===== src/rtl/tag_store.sv =====
// tag_store: per-bank valid/dirty/tag array of the cache.
// Combinational read by line index; fills and dirty-marking writes update
// the array on the rising clock edge. Synchronous active-high reset.
// Optional macro TAG_STORE_DBG_PRINT_EN enables a simulation trace of every
// fill and write; behaviour is identical with or without it.
module tag_store #(
    parameter int CACHE_SIZE       = 16384,
    parameter int CACHE_LINE_SIZE  = 64,
    parameter int NUM_BANKS        = 4,
    parameter int WORD_SIZE        = 4,
    parameter int BANK_ADDR_OFFSET = 0,
    localparam int unsigned LINES  = CACHE_SIZE / (CACHE_LINE_SIZE * NUM_BANKS),
    localparam int unsigned LSB    = $clog2(LINES),
    localparam int unsigned LAW    = 32 - $clog2(CACHE_LINE_SIZE) - $clog2(NUM_BANKS),
    localparam int unsigned TSB    = LAW - LSB
) (
    input  logic           clk,
    input  logic           reset,
    input  logic [LSB-1:0] raddr,
    output logic           read_valid,
    output logic           read_dirty,
    output logic [TSB-1:0] read_tag,
    input  logic           do_fill,
    input  logic [TSB-1:0] fill_tag,
    input  logic [LSB-1:0] waddr,
    input  logic           do_write
);

    // Reject configurations the array cannot represent.
    if (LINES < 2 || WORD_SIZE < 1 || BANK_ADDR_OFFSET < 0) begin : g_param_err
        $error("tag_store: invalid parameter set");
    end

    logic [LINES-1:0] valid_q, valid_d;
    logic [LINES-1:0] dirty_q, dirty_d;
    logic [TSB-1:0]   tag_q [LINES];
    logic [TSB-1:0]   tag_d [LINES];

    // Read path; reset forces zeros so outputs are clean during reset too.
    assign read_valid = !reset && valid_q[raddr];
    assign read_dirty = !reset && dirty_q[raddr];
    assign read_tag   = reset ? '0 : tag_q[raddr];

    // Next state: fill first, then write, so a same-index write leaves dirty set.
    always_comb begin
        valid_d = valid_q;
        dirty_d = dirty_q;
        tag_d   = tag_q;
        if (do_fill) begin
            valid_d[raddr] = 1'b1;
            dirty_d[raddr] = 1'b0;
            tag_d[raddr]   = fill_tag;
        end
        if (do_write) begin
            dirty_d[waddr] = 1'b1;
        end
    end

    // State register; reset wins over any update in the same cycle.
    always_ff @(posedge clk) begin
        if (reset) begin
            valid_q <= '0;
            dirty_q <= '0;
            tag_q   <= '{default: '0};
        end else begin
            valid_q <= valid_d;
            dirty_q <= dirty_d;
            tag_q   <= tag_d;
        end
    end

`ifdef TAG_STORE_DBG_PRINT_EN
    // Simulation trace of updates accepted this cycle.
    always @(posedge clk) begin
        if (!reset) begin
            if (do_fill)
                $display("%0t tag_store fill  idx=%0d new_tag=%h old_tag=%h",
                         $time, raddr, fill_tag, tag_q[raddr]);
            if (do_write)
                $display("%0t tag_store write idx=%0d old_dirty=%0b",
                         $time, waddr, dirty_q[waddr]);
        end
    end
`else
`endif

endmodule


===== config.mk =====
export PLATFORM = sky130hd
export DESIGN_NAME = tag_store
export DESIGN_NICKNAME = d
export VERILOG_FILES = /design/src/rtl/tag_store.sv
export SDC_FILE = /design/constraint.sdc
export NUM_CORES = 2
export LEC_CHECK = 0
export ABC_AREA = 1
export BUFFER_PORTS_ARGS = -buffer_cell sky130_fd_sc_hd__buf_2
export CORE_ASPECT_RATIO = 2
export CORE_MARGIN = 2
export CORE_UTILIZATION = 40
export CTS_BUF_LIST = sky130_fd_sc_hd__clkbuf_16
export CTS_CLUSTER_SIZE = 40
export DETAILED_ROUTE_END_ITERATION = 12
export PLACE_DENSITY = 0.67
export SYNTH_ARGS = -nofsm -noshare
export SYNTH_HDL_FRONTEND = slang
export SYNTH_SLANG_ARGS = --single-unit

===== constraint.sdc =====
create_clock -name clk -period 2 [get_ports clk]
set_input_delay 0.1 -clock clk [delete_from_list [all_inputs] [get_ports clk]]
set_output_delay 0.1 -clock clk [all_outputs]
set_load 0.005 [all_outputs]

## After elaboration in Yosys (flattened, before gate mapping)

Index checks and enable logic that the tools add are counted.

- Input bits: 34
- Register bits after elaboration: 1280
- Output and inout bits: 20

- Bitwise logic cells: 5
- Reduce and logical (&&, ||, !) cells: 6
- Muxes and demuxes: 17
- $lt $le $gt $ge: 6

Operators with widths:

| operator | number |
|---|---|
| $bwmux 1152 | 1 |
| $mux 64 | 2 |
| $or 64x64->64 | 2 |
| $bmux 18 s6 | 1 |
| $demux 18 s6 | 1 |
| $mux 18 | 4 |
| $and 64x64->64 | 1 |
| $not 64->64 | 1 |
| $lt 6x7->1 const B | 2 |
| $bmux 1 s6 | 2 |
| $demux 1 s6 | 2 |
| $ge 6x1->1 const B | 2 |
| $ge 7x7->1 const B | 1 |
| $lt 7x1->1 const B | 1 |
| $not 6->7 | 1 |
| $logic_and 1x1->1 | 5 |
| $mux 1 | 4 |
| $logic_not 1->1 | 1 |

## Longest topological paths before layout

- Word-level depth: 9
- Depth in mapped cells: 13
- Depth with buffers taken out: 11

## Worst setup path after synthesis

OpenSTA, ideal clock, no wires.

- Kind: in2out
- Start: in raddr[1]
- End: out read_tag[16]
- Slack: 0.455 ns
- Stages: 12
- Data required time: 1.900 ns
- Data arrival time: 1.445 ns
- Cell sequence: buf_4 inv_2 clkbuf_1 clkbuf_1 nand2_1 nand2_1 nand2_1 nand2_1 nand2_1 nand2_1 nor2_1 a21oi_1

- Cells in the longest elaborated chain, start to end: 5

RTL lines:

| what | RTL line | text |
|---|---|---|
| start: declaration | 19 | `input logic [LSB-1:0] raddr,` |
| $not 6->7 (implied by the code) | 42 | `assign read_tag = reset ? '0 : tag_q[raddr];` |
| $bmux 18 s6 | 42 |  |
| $mux 18 (implied by the code) (2 in series) | 42 |  |
| $mux 18 | 42 |  |
| end: declaration | 22 | `output logic [TSB-1:0] read_tag,` |

No other way between the ends. The select of a mux whose other input is x is not followed.

## Worst setup path after layout

- Start: reg tag_q[55] (netlist bit)
- End: out read_tag[1]

- Cells in the longest elaborated chain, start to end: 4

RTL lines:

| what | RTL line | text |
|---|---|---|
| start: declaration | 36 | `logic [TSB-1:0] tag_q [LINES];` |
| start signal: assignment | 68 | `tag_q <= tag_d;` |
| $bmux 18 s6 | 42 |  |
| $mux 18 (implied by the code) (2 in series) | 42 |  |
| $mux 18 | 42 |  |

No other way between the ends. The select of a mux whose other input is x is not followed.

==> flow_summary_export.csv <==
group,metric,value,unit
worst_hold_path,hold_depth,6,
outcome,status,"finished, violations left",
placed_design,dp_hpwl,149,mm
yosys,synth_top_cell_by_area,"dfxtp_1",
yosys,synth_ff_type,"dfxtp_1",
sta,setup-tns-final,-5.05,ns
yosys,yosys.cell_types.count,24,
placed_design,place_area,64600,um^2
power,power_density,735,nW/um^2
worst_setup_path,cp-start-kind,"flop",
power,ir_worst_vdd,0.723,mV
sta,skew,0,ns
floorplan,fp.dieH,547,um
drt,wl_per_cell,19.8,um
sta,slew_violations,0,
yosys,synth_top_area_share,43.4,%
drt,antenna_left,0,
sta,slew_headroom,45.5,%
floorplan,dieArea,151000,um^2
power,power,52.0,mW
yosys,synthTopCellsByCount,"5,441 x nand2_1, 1,280 x dfxtp_1, 1,008 x a21oi_1",
worst_setup_path,slowest_delay,0.32,ns
finish,area.growth.synth_to_final,19.8,%
clock_tree,cts_buffer_depth,3,
finish,stdcell_count,11500,
yosys,async_reset_ff_share,0,%
floorplan,io_pins,54,
worst_setup_path,r2r_start,"tag_q[1022]",
floorplan,initial_utilization,40.2,%
sta,fmax,429,MHz
drt,viasPerCell,5.40,
drt,dr.pass1.iters,10,
worst_setup_path,critPathBufInv,1,
yosys,ys_seq_area_share,43.4,%
sta,rsz0062_at_grt,"yes",
worst_hold_path,worstHoldEndpoint,"tag_q[682]",
power,power.internal,38.6,mW
sta,fin_ws,-0.332,ns
yosys,yosysWarnings,0,
floorplan,rows,199,
worst_setup_path,crit_chain,"nand2_2, nand2_2, nand2_2, nand2_2, nand2_4, nand2_4, nand2_4, nand2_4, nor2_4, a21oi_4, buf_2",
worst_setup_path,cp.required,1.90,ns
yosys,synth.most_common_cell,"nand2_1",
finish,fin_util,48.2,%
drt,drcViolationCount,12,
worst_setup_path,reg2reg_setup_slack,1.24,ns
clock_tree,tritoncts,"done",
outcome,violations,"DRC, setup timing",
worst_setup_path,path_class,"flop to output pin",
drt,drtIter0Drc,6012,
global_routing,grt_max_degree,147,
clock_tree,clock-root-buffer,"clkbuf_16",
power,p_sw_share,25.8,%
worst_hold_path,hp-class,"input port to flop",
drt,wirelength,228,mm
yosys,avgSynthCellArea,6.16,um^2
worst_setup_path,worstPathArrival,2.23,ns
clock_tree,cts_sinks,1280,
yosys,synth_area,59100,um^2
power,pwr-share-clk,43.3,%
placed_design,dp_slack,-0.761,ns
sta,hold_viol_final,0,
sta,worst_pin_slew,0.816,ns
power,leakage,29.0,nW
global_routing,gr-usage-all-layers,29.5,%
floorplan,core,147000,um^2
drt,num_vias,62100,
global_routing,grt_pass1_wl,345,mm
worst_setup_path,worst_path_max_delay_cell,"dfxtp_2",
placed_design,gp_congestion,0.918,
clock_tree,cts_inserted_buffers,111,
sta,setup_viol,20,
placed_design,dp_cells,11300,
worst_setup_path,crit-reg2reg-capture,"tag_q[1022]",
global_routing,overflow,0,
sta,post-route-period-util,117,%
worst_setup_path,cp_max_fo,2,
worst_setup_path,critPathCaptureType,"output pin",
clock_tree,path_clk_slew,0.07,ns
floorplan,die_w,276,um
power,pwr-share-seq,49.4,%
worst_setup_path,cp_top_family,"simple AND/OR/NAND/NOR gates",
clock_tree,htreeDepth,3,
worst_setup_path,reg2regPathDepth,3,
flow_run,drv_cap,0,
finish,nNetsFinal,9532,
finish,final_area,70800,um^2
yosys,syn_nets,9614,
sta,fin_crit,2.33,ns
yosys,synth_edf_count,0,
worst_hold_path,min_from,"do_fill",
global_routing,grt_pass1_vias,59100,
yosys,syn_inst,9580,
yosys,ys_top_cells_by_area,"dfxtp_1 43%, nand2_1 35%, a21oi_1 8.5%",
sta,whs,0.130,ns
global_routing,antenna_found_initial,9,
power,p_switching,13.4,mW
finish,final_layout_size_suffix_gt1_share,16.0,%
yosys,synth_seq_cells,1280,
clock_tree,clock_latency,0.74,ns
power,comb_power_share,7.3,%
placed_design,io_buffers,53,
[power by group through the flow]
| stage | logic (mW) | clock network [mW] | registers (mW) |
|---|---|---|---|
| finish | 3.79 | 22.5 | 25.7 |
| global route | 3.91 | 23.6 | 25.7 |
| CTS | 3.67 | 22.7 | 25.7 |
| detailed placement | 3.56 | 0 | 26.3 |
| global placement | 3.55 | 0 | 26.2 |
| floorplan | 1.74 | 0 | 26.2 |
[routing by layer]
layer  GRT usage, %  part of all wire, %  vias to the layer above  wire length (um)
met5              0                0.022                        -                50
met4           24.5                  9.1                        8             20700
met3           4.24                  7.5                      839             17000
met2           49.1                   47                     2956            108000
met1           33.0                   36                    29000             82400
li1               -                    -                    29400                 -
[cells in the final DEF, fill, tap and decap left out, types with 3 or more instances in the layout]
| master | Yosys | final |
|---|---|---|
| a211oi_1 | 14 | 14 |
| a21oi_1 | 1008 | 988 |
| a21oi_2 | 0 | 4 |
| a21oi_4 | 0 | 16 |
| buf_12 | 0 | 171 |
| buf_2 | 129 | 28 |
| buf_4 | 23 | 294 |
| buf_6 | 0 | 8 |
| buf_8 | 0 | 3 |
| bufinv_16 | 0 | 13 |
| clkbuf_16 | 0 | 113 |
| clkinv_1 | 1 | 24 |
| clkinv_2 | 0 | 12 |
| clkinv_4 | 0 | 8 |
| clkinvlp_4 | 0 | 10 |
| dfxtp_1 | 1280 | 1016 |
| dfxtp_2 | 0 | 262 |
| diode_2 | 0 | 7 |
| dlygate4sd3_1 | 0 | 29 |
| inv_1 | 48 | 60 |
| inv_2 | 66 | 67 |
| inv_6 | 0 | 7 |
| inv_8 | 0 | 3 |
| nand2_1 | 5441 | 5039 |
| nand2_2 | 1 | 314 |
| nand2_4 | 0 | 88 |
| nand3_2 | 0 | 3 |
| nand3_4 | 6 | 6 |
| nand4_1 | 8 | 8 |
| nor2_1 | 655 | 612 |
| nor2_2 | 11 | 17 |
| nor2_4 | 21 | 58 |
| nor3_1 | 238 | 236 |
| nor3_2 | 7 | 9 |
| nor4_2 | 0 | 8 |
| o211ai_1 | 7 | 7 |
| o21ai_0 | 25 | 10 |
| o21ai_1 | 0 | 9 |
| o21ai_2 | 0 | 5 |
[registers in the layout (all words and copies together), names as in the netlist]
name	cells
valid_q	64
dirty_q	64
tag_q	1152
[worst max-delay path by stage]
stage               from           end  cells after the start
5_1_grt        tag_q[70]  read_tag[16]                     11
2_1_floorplan   raddr[1]  read_tag[16]                     12
3_3_place_gp    raddr[0]   read_tag[1]                     15
6_report       tag_q[55]   read_tag[1]                     11
3_5_place_dp    raddr[0]   read_tag[1]                     15
4_1_cts        tag_q[55]   read_tag[1]                     11
[cells by family after synthesis]
kind of cell / after synthesis / share of synthesized area [%]
flip-flops: 1280 / 43.4
AND/OR/NAND/NOR: 6402 / 41.8
buffers and inverters: 844 / 5.78
AO/OA/AOI/OAI: 1054 / 9.02
[worst reg2reg max path: stages, from the launching register on]
cell	delay, ns
dfxtp_2	0.33
buf_4	0.12
nor2_1	0.11
nor3_1	0.06
[layout make-up]
cell class | count | area (um^2)
Fill cell | 14600 | 76100
Multi-Input combinational cell | 7456 | 32100
Sequential cell | 1280 | 26000
Timing Repair Buffer | 534 | 6210
Clock buffer | 113 | 2830
Tap cell | 1909 | 2390
Clock inverter | 90 | 826
Inverter | 115 | 452
Antenna cell | 7 | 17.5
[repair_timing]
| action | CTS | global route |
|---|---|---|
| setup endpoints to repair | 20 | 28 |
| pin swaps | 162 | 217 |
| setup buffers | 5 | 13 |
| hold buffers | 30 | 0 |
| gates resized for setup | 520 | 393 |
| endpoints found under the hold margin | 827 | 0 |
(Power assumes the default switching activity.)
